## config.mk

```make
export PLATFORM = sky130hd
export DESIGN_NAME = hash_request_arbiter
export DESIGN_NICKNAME = d
export VERILOG_FILES = /design/src/rtl/hash_arb_pkg.sv /design/src/rtl/hash_request_arbiter_id_fifo.sv /design/src/rtl/hash_request_arbiter.sv
export SDC_FILE = /design/constraint.sdc
export NUM_CORES = 1
export LEC_CHECK = 0
export BUFFER_PORTS_ARGS = -buffer_cell sky130_fd_sc_hd__buf_2
export CAP_MARGIN = 20
export CORE_AREA = 5 5 120 122
export DETAILED_ROUTE_END_ITERATION = 6
export DIE_AREA = 0 0 125 127
export PLACE_DENSITY = 0.68
export SKIP_LAST_GASP = 1
export SLEW_MARGIN = 10
export SYNTH_ARGS = -nofsm -noshare
export SYNTH_HDL_FRONTEND = slang
export SYNTH_HIERARCHICAL = 1
export SYNTH_SLANG_ARGS = --single-unit
```

## constraint.sdc

```tcl
create_clock -name clk -period 8.9 [get_ports clk]
set_input_delay 0.89 -clock clk [delete_from_list [all_inputs] [get_ports clk]]
set_output_delay 0.89 -clock clk [all_outputs]
set_load 0.05 [all_outputs]
```

## src/rtl/hash_arb_pkg.sv

```systemverilog
// Shared types and default sizing for the hash-table request arbiter.
package hash_arb_pkg;

    localparam int unsigned DEF_NUM_REQ         = 4;
    localparam int unsigned DEF_KEY_WIDTH       = 5;
    localparam int unsigned DEF_DATA_WIDTH      = 25;
    localparam int unsigned DEF_RSP_WIDTH       = 64;
    localparam int unsigned DEF_MAX_OUTSTANDING = 8;

    localparam int unsigned REQ_ID_W  = $clog2(DEF_NUM_REQ);
    localparam int unsigned DEF_REQ_W = 2 + DEF_KEY_WIDTH + DEF_DATA_WIDTH;

    typedef enum logic {
        IDLE   = 1'b0,
        LOCKED = 1'b1
    } arb_state_e;

    typedef enum logic [1:0] {
        OP_DELETE = 2'b00,
        OP_WRITE  = 2'b01,
        OP_READ   = 2'b10
    } hash_op_e;

    // Request beat layout as seen by the hash table: {op, key, data}
    typedef struct packed {
        logic [1:0]                op;
        logic [DEF_KEY_WIDTH-1:0]  key;
        logic [DEF_DATA_WIDTH-1:0] data;
    } req_beat_t;

endpackage

```

## src/rtl/hash_request_arbiter_id_fifo.sv

```systemverilog
// In-order FIFO of requester IDs for accepted beats awaiting their results.
module id_fifo #(
    parameter int unsigned WIDTH = 2,
    parameter int unsigned DEPTH = 8,
    localparam int unsigned AW   = $clog2(DEPTH),
    localparam int unsigned CW   = AW + 1
) (
    input  logic             clk,
    input  logic             reset,
    input  logic             push_i,
    input  logic [WIDTH-1:0] push_data_i,
    input  logic             pop_i,
    output logic [WIDTH-1:0] pop_data_o,
    output logic             full_o,
    output logic             empty_o,
    output logic [CW-1:0]    count_o
);

    logic [WIDTH-1:0] mem_q [DEPTH];
    logic [WIDTH-1:0] mem_d [DEPTH];
    logic [AW-1:0]    wr_ptr_q, wr_ptr_d;
    logic [AW-1:0]    rd_ptr_q, rd_ptr_d;
    logic [CW-1:0]    count_q, count_d;
    logic             push_ok;
    logic             pop_ok;

    assign full_o     = (count_q == CW'(DEPTH));
    assign empty_o    = (count_q == '0);
    assign count_o    = count_q;
    assign pop_data_o = mem_q[rd_ptr_q];

    // Pointers wrap naturally because DEPTH is a power of two
    always_comb begin
        mem_d    = mem_q;
        wr_ptr_d = wr_ptr_q;
        rd_ptr_d = rd_ptr_q;
        count_d  = count_q;
        push_ok  = push_i && !full_o;
        pop_ok   = pop_i && !empty_o;

        if (push_ok) begin
            mem_d[wr_ptr_q] = push_data_i;
            wr_ptr_d        = wr_ptr_q + AW'(1);
        end
        if (pop_ok) begin
            rd_ptr_d = rd_ptr_q + AW'(1);
        end
        if (push_ok && !pop_ok) begin
            count_d = count_q + CW'(1);
        end else if (pop_ok && !push_ok) begin
            count_d = count_q - CW'(1);
        end
    end

    always_ff @(posedge clk) begin
        if (reset) begin
            wr_ptr_q <= '0;
            rd_ptr_q <= '0;
            count_q  <= '0;
        end else begin
            wr_ptr_q <= wr_ptr_d;
            rd_ptr_q <= rd_ptr_d;
            count_q  <= count_d;
        end
    end

    // Storage needs no reset: contents are only read while count is non-zero
    always_ff @(posedge clk) begin
        mem_q <= mem_d;
    end

endmodule

```

## src/rtl/hash_request_arbiter.sv

```systemverilog
// Round-robin, burst-locking arbiter sharing one hash-table stream among
// NUM_REQ requesters, with in-order routing of results back to their owners.
module hash_request_arbiter
    import hash_arb_pkg::*;
#(
    parameter int unsigned NUM_REQ          = DEF_NUM_REQ,
    parameter int unsigned KEY_WIDTH        = DEF_KEY_WIDTH,
    parameter int unsigned DATA_WIDTH       = DEF_DATA_WIDTH,
    parameter int unsigned RSP_WIDTH        = DEF_RSP_WIDTH,
    parameter int unsigned MAX_OUTSTANDING  = DEF_MAX_OUTSTANDING,
    localparam int unsigned REQ_WIDTH       = 2 + DATA_WIDTH + KEY_WIDTH,
    localparam int unsigned ID_W            = (NUM_REQ > 1) ? $clog2(NUM_REQ) : 1,
    localparam int unsigned IDX_W           = ID_W + 1,
    localparam int unsigned CNT_W           = $clog2(MAX_OUTSTANDING) + 1
) (
    input  logic                         clk,
    input  logic                         reset,
    input  logic [NUM_REQ*REQ_WIDTH-1:0] req_data_i,
    input  logic [NUM_REQ-1:0]           req_valid_i,
    input  logic [NUM_REQ-1:0]           req_last_i,
    output logic [NUM_REQ-1:0]           req_ready_o,
    output logic [REQ_WIDTH-1:0]         tbl_data_o,
    output logic                         tbl_valid_o,
    output logic                         tbl_last_o,
    input  logic                         tbl_ready_i,
    input  logic [RSP_WIDTH-1:0]         tbl_rsp_data_i,
    input  logic                         tbl_rsp_valid_i,
    output logic                         tbl_rsp_ready_o,
    output logic [RSP_WIDTH-1:0]         rsp_data_o,
    output logic [NUM_REQ-1:0]           rsp_valid_o,
    input  logic [NUM_REQ-1:0]           rsp_ready_i,
    output logic [CNT_W-1:0]             outstanding_o,
    output logic                         orphan_rsp_o
);

    arb_state_e       state_q, state_d;
    logic [ID_W-1:0]  owner_q, owner_d;
    logic [ID_W-1:0]  rr_ptr_q, rr_ptr_d;
    logic             orphan_q, orphan_d;

    logic             grant_vld_c;
    logic [ID_W-1:0]  grant_id_c;
    logic [IDX_W-1:0] cand_c;
    logic             accept_c;
    logic             pop_c;

    logic             fifo_full;
    logic             fifo_empty;
    logic [ID_W-1:0]  fifo_head;
    logic [CNT_W-1:0] fifo_count;

    // Grant: burst owner while locked, else first valid requester from rr_ptr upward
    always_comb begin
        grant_vld_c = 1'b0;
        grant_id_c  = '0;
        cand_c      = '0;
        if (state_q == LOCKED) begin
            grant_vld_c = 1'b1;
            grant_id_c  = owner_q;
        end else begin
            for (int unsigned i = 0; i < NUM_REQ; i++) begin
                cand_c = IDX_W'(rr_ptr_q) + IDX_W'(i);
                if (cand_c >= IDX_W'(NUM_REQ)) begin
                    cand_c = cand_c - IDX_W'(NUM_REQ);
                end
                if (!grant_vld_c && req_valid_i[cand_c[ID_W-1:0]]) begin
                    grant_vld_c = 1'b1;
                    grant_id_c  = cand_c[ID_W-1:0];
                end
            end
        end
    end

    // Request mux: zero-latency pass-through of the granted requester
    always_comb begin
        req_ready_o = '0;
        tbl_data_o  = '0;
        tbl_last_o  = 1'b0;
        tbl_valid_o = 1'b0;
        if (!reset && grant_vld_c) begin
            tbl_data_o              = req_data_i[grant_id_c*REQ_WIDTH +: REQ_WIDTH];
            tbl_last_o              = req_last_i[grant_id_c];
            tbl_valid_o             = req_valid_i[grant_id_c] && !fifo_full;
            req_ready_o[grant_id_c] = tbl_ready_i && !fifo_full;
        end
    end

    assign accept_c = tbl_valid_o && tbl_ready_i;

    // Response demux: head of the ID FIFO owns the current result beat
    always_comb begin
        rsp_valid_o     = '0;
        tbl_rsp_ready_o = 1'b0;
        pop_c           = 1'b0;
        if (!reset) begin
            if (fifo_empty) begin
                tbl_rsp_ready_o = 1'b1;
            end else begin
                rsp_valid_o[fifo_head] = tbl_rsp_valid_i;
                tbl_rsp_ready_o        = rsp_ready_i[fifo_head];
                pop_c                  = tbl_rsp_valid_i && rsp_ready_i[fifo_head];
            end
        end
    end

    assign rsp_data_o    = tbl_rsp_data_i;
    assign outstanding_o = fifo_count;
    assign orphan_rsp_o  = orphan_q;

    // Next state: lock on a non-last beat, rotate priority past the owner on the last
    always_comb begin
        state_d  = state_q;
        owner_d  = owner_q;
        rr_ptr_d = rr_ptr_q;
        orphan_d = orphan_q || (tbl_rsp_valid_i && fifo_empty);
        if (accept_c) begin
            if (tbl_last_o) begin
                state_d  = IDLE;
                rr_ptr_d = (grant_id_c == ID_W'(NUM_REQ - 1)) ? '0 : grant_id_c + ID_W'(1);
            end else begin
                state_d = LOCKED;
                owner_d = grant_id_c;
            end
        end
    end

    always_ff @(posedge clk) begin
        if (reset) begin
            state_q  <= IDLE;
            owner_q  <= '0;
            rr_ptr_q <= '0;
            orphan_q <= 1'b0;
        end else begin
            state_q  <= state_d;
            owner_q  <= owner_d;
            rr_ptr_q <= rr_ptr_d;
            orphan_q <= orphan_d;
        end
    end

    id_fifo #(
        .WIDTH (ID_W),
        .DEPTH (MAX_OUTSTANDING)
    ) u_id_fifo (
        .clk         (clk),
        .reset       (reset),
        .push_i      (accept_c),
        .push_data_i (grant_id_c),
        .pop_i       (pop_c),
        .pop_data_o  (fifo_head),
        .full_o      (fifo_full),
        .empty_o     (fifo_empty),
        .count_o     (fifo_count)
    );

endmodule
```

==> impl_metrics.ini, run 1 <==
[synthesis]
synth-edff-count = 16
synthMostInstantiatedCell = nand2_1
synth.top_cells.by_count = nand2_1 (79), mux2i_1 (71), buf_4 (66), and3_1 (33), nor2_1 (23)
synth_cell_type_count = 49
syn-num-nets = 645
synth_top_area_share_pct = 19.87
avgSynthCellArea_um2 = 8.375
ys.flop_type = edfxtp_1
synth-seq-area-share_pct = 22.39
yosys_warnings = 6
synthArstFlopShare_pct = 0
yosys_register_bits = 32
syn_area_um2 = 3576
ys_top_cells_by_area = mux2i_1 (20%), buf_4 (14%), edfxtp_1 (13%), dfxtp_1 (9.0%), nand2_1 (8.3%)
yosysTopAreaCell = mux2i_1
synthCells = 427

[grt]
grt_pass1_wl_um = 17070
overflow = 0
grt_max_degree = 61
grt_usage_pct = 13.34
antenna_found_initial = 0
grt_pass1_vias = 3249

[clocking]
cts_buffers = 5
insertion_delay_ns = 0.28
cts.sinks = 32
root_buffer = clkbuf_16
htree_levels = 2
post_cts_resize_count = 0
path_clk_slew_ns = 0.05
holdBufCountCts = 0
cts_buffer_depth = 2
cts_tree = yes
cts_setup_buffers = 0

[pwr]
peakVddDrop_mv = 0.06536
cellPowerDensity_nw_per_um2 = 148.1
p_leak_nw = 2.184
power_uw = 646.0

[timing]
grt_setup_unrepaired = false
fmaxAchievable_ghz = 0.2270
tightest_slew_ns = 0.9229
tns_ns = 0
slew_violations = 0
layout_min_cycle_time_ns = 4.405
setup_violations = 0
clock_skew_ns = 0.003234
slew_headroom_pct = 38.47
timing.final.crit_share_pct = 49.50
hold_viol = 0

[floorplan]
num_rows = 42
die_area_um2 = 15880
pin_count = 320
die_w_um = 125
dieHeight_um = 127
initial_core_util_pct = 27.33
coreArea_um2 = 13090

[worst_hold_path]
min_path_type = register to register
hold_depth = 2

[finish]
nFillCells = 1410
area_delta_synth_final_pct = 21.97
drive_above_1_share_pct = 41.88
insertedDiodeCount = 0
finalNetCount = 759

[job]
maxCapViolations = 0

[critical_path]
critPathMaxFanout = 60
start_kind = primary input
path_class = primary input to output port
end_kind = output port
r2r_cells = 17
required_ns = 8.01
worstPathArrival_ns = 3.52

[placement]
routabilityCongestion = 0.8045
dp_hpwl_um = 9377
numPortBuffers = 191

[detailed_routing]
antenna_left = 0
drcViolationCount = 0
via_per_inst = 4.497
wl_um = 11250
dr.pass1.iters = 5
drtIter0Drc = 80
post_drt_wl_per_cell_um = 15.67
vias = 3229

[status]
status = completed
==> logic make-up after synthesis <==
group	count (synthesis)	share of synthesized area (%)
and+or+nand+nor	180	24.84
adders and majority gates	10	3.709
AOI/OAI and AO/OA	20	4.164
xor gates and xnor gates	6	1.680
buffers and inverters	96	17.56
DFF	32	22.39
muxes	83	25.65
==> path summary, 6_finish.rpt <==
path / from / end / slack [ns]
setup reg to reg: rr_ptr_q[1] / u_id_fifo/count_o[3] / 4.80
hold / removal: orphan_rsp_o / orphan_rsp_o / 0.48
hold reg to reg: orphan_rsp_o / orphan_rsp_o / 0.48
setup / recovery: req_valid_i[0] / tbl_data_o[0] / 4.49
==> final cells by class <==
class	count	area (um^2)	share of cell area, %
Clock buffer	5	125.1	2.869
Clock inverter	3	23.77	0.5450
Inverter	8	37.54	0.8606
Multi-Input combinational cell	299	2168	49.71
Sequential cell	32	800.8	18.36
Tap cell	176	220.2	5.049
Timing Repair Buffer	195	985.9	22.60
==> worst max-delay path: stages <==
cell and delay (ns):
buf_2 0.13, nand2_1 0.11, a21oi_1 0.07, nand4bb_1 0.24, o311ai_4 0.12, buf_4 0.32
buf_4 0.75, mux2i_1 0.29, nand2_1 0.10, and3_1 0.19, buf_2 0.22
==> cells in the final DEF, fill, tap and decap left out, types with 2 or more instances in the layout <==
| cell type | instances |
|---|---|
| nor3b_1 | 3 |
| nor2_1 | 23 |
| clkinvlp_4 | 2 |
| ha_1 | 9 |
| nand2b_1 | 10 |
| buf_2 | 191 |
| clkinv_4 | 2 |
| inv_1 | 6 |
| mux2_2 | 4 |
| and2_1 | 6 |
| mux4_2 | 6 |
| edfxtp_1 | 16 |
| dfxtp_1 | 16 |
| xor2_1 | 3 |
| clkbuf_16 | 5 |
| a21oi_2 | 2 |
| nand2_1 | 79 |
| mux2i_1 | 71 |
| nor4_1 | 2 |
| nor2b_1 | 7 |
| nand2_2 | 2 |
| nor3_1 | 6 |
| xnor2_1 | 2 |
| buf_4 | 4 |
| and3_1 | 33 |
| nand3_1 | 2 |
| a31oi_1 | 2 |
| a21oi_1 | 6 |
==> flip-flops by register name, indices dropped and copies added, names as in the netlist <==
name / flops
u_id_fifo/mem_q: 16
state_q: 1
owner_q: 2
u_id_fifo/count_o: 4
u_id_fifo/wr_ptr_q: 3
u_id_fifo/rd_ptr_q: 3
orphan_rsp_o: 1
rr_ptr_q: 2
==> where the power goes <==
part / switching, mW / internal [mW] / total (mW)
clock: 0.0650 / 0.104 / 0.169
combinational: 0.198 / 0.108 / 0.306
sequential: 0.00880 / 0.162 / 0.171
total: 0.272 / 0.374 / 0.646
==> per-stage QoR <==
step | worst slack [ns] | cells | util (%) | instance area (um^2) | hold slack (ns)
detailed placement | 4.262 | 710 | 32.20 | 4213 | 0.4677
global route | 4.268 | 718 | 33.33 | 4362 | 0.5184
finish | 4.495 | 718 | 33.33 | 4362 | 0.4805
CTS | 4.449 | 718 | 33.33 | 4362 | 0.4806
floorplan | 4.562 | 427 | - | 3576 | 0.4523
global placement | 4.381 | 710 | 32.20 | 4213 | 0.4433
==> metal layers <==
metal | track usage [%] | routed length [um]
met1 | 13.83 | 4147
met2 | 23.60 | 5493
met3 | 7.346 | 1435
met4 | 3.316 | 174
met5 | 0 | 0
(Power assumes the default switching activity.)
==> run 2, diff against run 1 <==
--- a/config.mk
+++ b/config.mk
@@ -10,7 +10,7 @@
 export CORE_AREA = 5 5 120 122
 export DETAILED_ROUTE_END_ITERATION = 6
 export DIE_AREA = 0 0 125 127
-export PLACE_DENSITY = 0.68
+export PLACE_DENSITY = 0.7
 export SKIP_LAST_GASP = 1
 export SLEW_MARGIN = 10
 export SYNTH_ARGS = -nofsm -noshare
==> constraint.sdc (replaced) <==
create_clock -name clk -period 3.6 [get_ports clk]
set_input_delay 0.36 -clock clk [delete_from_list [all_inputs] [get_ports clk]]
set_output_delay 0.36 -clock clk [all_outputs]
set_load 0.05 [all_outputs]
==> impl_metrics.ini, run 2 (synthesized netlist as in run 1, its figures left out) <==
[pwr]
cellPowerDensity_nw_per_um2 = 362.8
p_leak_nw = 2.244
peakVddDrop_mv = 0.1754

[critical_path]
path_class = register to register
cpMostUsedCell = mux4_2
critPathMaxFanout = 5
worstSetupEndpoint = u_id_fifo/count_o[3]
start_kind = register
rrSetupSlack_ns = 0.16
end_kind = register
crit_slowest_cell = mux4_2
cp-startpoint = u_id_fifo/rd_ptr_q[0]
worstPathArrival_ns = 3.60
timing.rr.end = u_id_fifo/count_o[3]
crit_chain = mux4_2 > mux2_2 > mux4_2 > and2_1 > o41ai_2 > ha_2 > inv_1 > ha_4 > nand3_1 > a211oi_2 > a31oi_1 > mux2_1
r2r_cells = 12
rr_startpoint = u_id_fifo/rd_ptr_q[0]
required_ns = 3.76
max_stage_delay_ns = 0.51

[floorplan]
dieHeight_um = 127
coreArea_um2 = 13090
die_area_um2 = 15880
die_w_um = 125
initial_core_util_pct = 27.33
pin_count = 320
num_rows = 42

[clocking]
root_buffer = clkbuf_16
cts_tree = yes
cts_buffers = 5
htree_levels = 2
holdBufCountCts = 0
cts.sinks = 32
cts_setup_buffers = 0
path_clk_slew_ns = 0.06
post_cts_resize_count = 0
cts_buffer_depth = 2
insertion_delay_ns = 0.28

[detailed_routing]
dr.pass1.iters = 4
via_per_inst = 4.598
wl_um = 11110
vias = 3324
drtIter0Drc = 100
drcViolationCount = 0
post_drt_wl_per_cell_um = 15.36
antenna_left = 0

[timing]
hold-worst-slack_ns = 0.3219
grt_setup_unrepaired = false
hold_viol = 0
slew_violations = 0
slew_headroom_pct = 68.92
tightest_slew_ns = 0.4620
timing.final.crit_share_pct = 95.50
setup_violations = 0
clock_skew_ns = 0.003710
layout_min_cycle_time_ns = 3.438
fmaxAchievable_ghz = 0.2909

[finish]
insertedDiodeCount = 0
final_cell_mix = buf_2 (184), nand2_1 (79), mux2i_1 (71)
top_register = u_id_fifo/mem_q
final_common_cell = buf_2
drive_above_1_share_pct = 43.69
largest_register_ffs = 16
area_delta_synth_final_pct = 27.22
finalNetCount = 764
finalNonFillerCells = 723

[placement]
routabilityCongestion = 0.7969
dp.cells = 715
dp_hpwl_um = 9418
numPortBuffers = 191

[job]
maxCapViolations = 0

[grt]
grt_max_degree = 63
gr-max-usage-layer = met2
grt_use_met1_pct = 14.63
grt_pass1_wl_um = 17250
overflow = 0
grt_usage_pct = 13.36
use_met2_pct = 22.97
grt_pass1_vias = 3371
antenna_found_initial = 0
grt_use_met3_pct = 6.469

[worst_hold_path]
min_path_type = primary input to register

[status]
status = completed
run 2: cell count changes in the layout (fill, tap and decap cells not counted), moves of 2 or more:
| cell | delta |
|---|---|
| buf_12 | +8 |
| buf_2 | -7 |
| buf_4 | +4 |
| dfxtp_1 | -2 |
| dfxtp_2 | +2 |
| ha_1 | -2 |
run 2: worst max-delay path: cells and delay by family, from the launching register on:
| family | cells | cell delay, ns |
|---|---|---|
| multiplexers | 4 | 1.58 |
| adder cells (fa/ha/maj) | 2 | 0.55 |
| flip-flops | 1 | 0.39 |
| AO/OA/AOI/OAI | 3 | 0.37 |
| AND/OR/NAND/NOR | 2 | 0.31 |
| buffers and inverters | 1 | 0.11 |
run 2: power breakdown:
group | total, mW | switching, mW | internal [mW]
registers | 0.423 | 0.0217 | 0.401
logic | 0.811 | 0.502 | 0.309
clock network | 0.417 | 0.160 | 0.257
total | 1.65 | 0.684 | 0.967
run 2: worst min-delay path by stage:
stage | startpoint | depth (start not counted) | end | slack [ns]
2_1_floorplan | owner_q[0] | 2 | owner_q[0] | 0.45
6_report | tbl_rsp_valid_i | 3 | orphan_rsp_o | 0.32
4_1_cts | tbl_rsp_valid_i | 3 | orphan_rsp_o | 0.31
5_1_grt | tbl_rsp_valid_i | 3 | orphan_rsp_o | 0.36
3_5_place_dp | orphan_rsp_o | 2 | orphan_rsp_o | 0.47
3_3_place_gp | orphan_rsp_o | 2 | orphan_rsp_o | 0.45
run 2: through the flow:
step	power [mW]	util [%]	worst slack [ns]	setup TNS, ns	instance area, um^2
floorplan	1.170	-	0.1376	0	3576
finish	1.650	34.77	0.1618	0	4549
global route	1.743	34.77	0.004294	0	4549
CTS	1.664	34.52	0.008362	0	4517
detailed placement	1.238	33.38	-0.02538	-0.02538	4368
global placement	1.232	33.38	0.1200	0	4368
run 2: final cells by class:
cell class | instances | area [um^2]
fill | 1374 | 8536
multi-input combinational | 299 | 2198
timing repair buffer | 200 | 1141
sequential | 32 | 803.3
tap | 176 | 220.2
clock buffer | 5 | 125.1
inverter | 8 | 37.54
clock inverter | 3 | 23.77
run 2: metal layers:
metal  share of wire, %  vias up  wire, um
li1                   -     1642         -
met1                 38     1485      4212
met2                 48      182      5280
met3                 12       15      1386
met4                2.1        0       228
met5                  0        -         0
==> run 3, diff against run 2 <==
==> constraint.sdc (replaced) <==
create_clock -name clk -period 2.8 [get_ports clk]
set_input_delay 0.28 -clock clk [delete_from_list [all_inputs] [get_ports clk]]
set_output_delay 0.28 -clock clk [all_outputs]
set_load 0.05 [all_outputs]
==> impl_metrics.ini, run 3 (synthesized netlist as in run 1, its figures left out) <==
[clocking]
holdBufCountCts = 0
path_clk_slew_ns = 0.05
insertion_delay_ns = 0.28
cts_buffers = 5
htree_levels = 2
cts.sinks = 32
cts_tree = yes
cts_buffer_depth = 2
root_buffer = clkbuf_16

[critical_path]
max_stage_delay_ns = 0.50
rr_startpoint = u_id_fifo/rd_ptr_q[0]
worstPathArrival_ns = 3.38
crit_slowest_cell = mux4_2
required_ns = 2.97
end_kind = register
path_buf_inv = 1
start_kind = register
critPathMaxFanout = 5
cpLargestDelayFamily = multiplexers
path_class = register to register
cp-startpoint = u_id_fifo/rd_ptr_q[0]
crit_chain = mux4_2 > mux2_4 > mux4_2 > and2_4 > o41ai_4 > ha_2 > inv_2 > ha_2 > nand3_2 > a211oi_2 > a31oi_1 > mux2_1

[timing]
clock_skew_ns = 0.003056
worst_slack_ns = -0.4114
grt_setup_unrepaired = true
hold-worst-slack_ns = 0.2426
slew_headroom_pct = 75.02
slew_violations = 0
timing.final.crit_share_pct = 114.7
fmaxAchievable_ghz = 0.3114
layout_min_cycle_time_ns = 3.211
setup_violations = 4
hold_viol = 0
tightest_slew_ns = 0.3718

[finish]
nFillCells = 1282
final_common_cell = buf_2
finalNonFillerCells = 768
insertedDiodeCount = 0
top_register = u_id_fifo/mem_q
finalNetCount = 809
largest_register_ffs = 16
final_util_pct = 41.48
drive_above_1_share_pct = 54.39
final_cell_mix = buf_2 (164), nand2_1 (76), mux2i_1 (65)
area_delta_synth_final_pct = 51.78

[detailed_routing]
dr.pass1.iters = 4
drcViolationCount = 0
vias = 3554
post_drt_wl_per_cell_um = 17.79
via_per_inst = 4.628
antenna_left = 0
drtIter0Drc = 92
wl_um = 13660

[floorplan]
die_area_um2 = 15880
pin_count = 320
initial_core_util_pct = 27.33
coreArea_um2 = 13090
num_rows = 42
dieHeight_um = 127
die_w_um = 125

[placement]
numPortBuffers = 191
routabilityCongestion = 0.8821
dp.cells = 744
pre_cts_slack_ns = -0.4631
dp_hpwl_um = 10310

[worst_hold_path]
hold_start = tbl_rsp_valid_i
min_path_type = primary input to register

[status]
status = finished with violations
violations = negative setup slack

[grt]
grt_pass1_wl_um = 19180
grt_pass1_vias = 3570
overflow = 0
grt_max_degree = 44
antenna_found_initial = 0
grt_usage_pct = 15.32

[pwr]
p_leak_nw = 2.568
cellPowerDensity_nw_per_um2 = 446.4
peakVddDrop_mv = 0.2122

[job]
maxCapViolations = 0
## run 3: timing repair
item | 4_1_cts | 5_1_grt
pin swaps | 5 | 10
gates resized for setup | 22 | 110
cloned | 2 | 4
buffers inserted | 3 | 8
setup endpoints to repair | 37 | 43
## run 3: power breakdown
group / switching (mW) / internal [mW] / total (mW) / leakage (nW)
combinational: 0.751 / 0.611 / 1.36 / 2.22
clock: 0.204 / 0.330 / 0.534 / 0.0660
sequential: 0.0133 / 0.514 / 0.527 / 0.277
## run 3: layer usage
layer | share of wire, % | vias to the layer above | track usage (%)
met4 | 2.9 | 4 | 5.612
met5 | 1.1 | - | 6.811
met2 | 48 | 219 | 25.40
met1 | 36 | 1577 | 16.38
met3 | 12 | 27 | 7.805
li1 | - | 1727 | -
## run 3: final timing paths
check                           slack (ns)              endpoint  cells after the start
worst min register to register        0.47          orphan_rsp_o                      2
worst max-delay path                 -0.41  u_id_fifo/count_o[3]                     12
worst max register to register       -0.41  u_id_fifo/count_o[3]                     12
worst min-delay path                  0.24          orphan_rsp_o                      3
## run 3: final cells by class
| class | instances | area [um^2] | area share [%] |
|---|---|---|---|
| tap | 176 | 220.2 | 4.057 |
| clock inverter | 3 | 23.77 | 0.4380 |
| clock buffer | 5 | 125.1 | 2.305 |
| multi-input combinational | 299 | 2432 | 44.81 |
| inverter | 8 | 37.54 | 0.6916 |
| timing repair buffer | 245 | 1780 | 32.80 |
| sequential | 32 | 808.3 | 14.89 |
## run 3: per-stage QoR
step                area (um^2)  TNS (ns)  power (mW)
floorplan                  3635   -0.8673       1.523
global placement           4581    -4.733       1.640
detailed placement         4581    -5.419       1.651
CTS                        4895    -1.463       2.262
global route               5428    -2.477       2.555
finish                     5428   -0.8519       2.423
## run 3: worst min-delay path, stage by stage
cell and delay, ns:
buf_2 0.08, a21oi_1 0.05, nor2_1 0.07
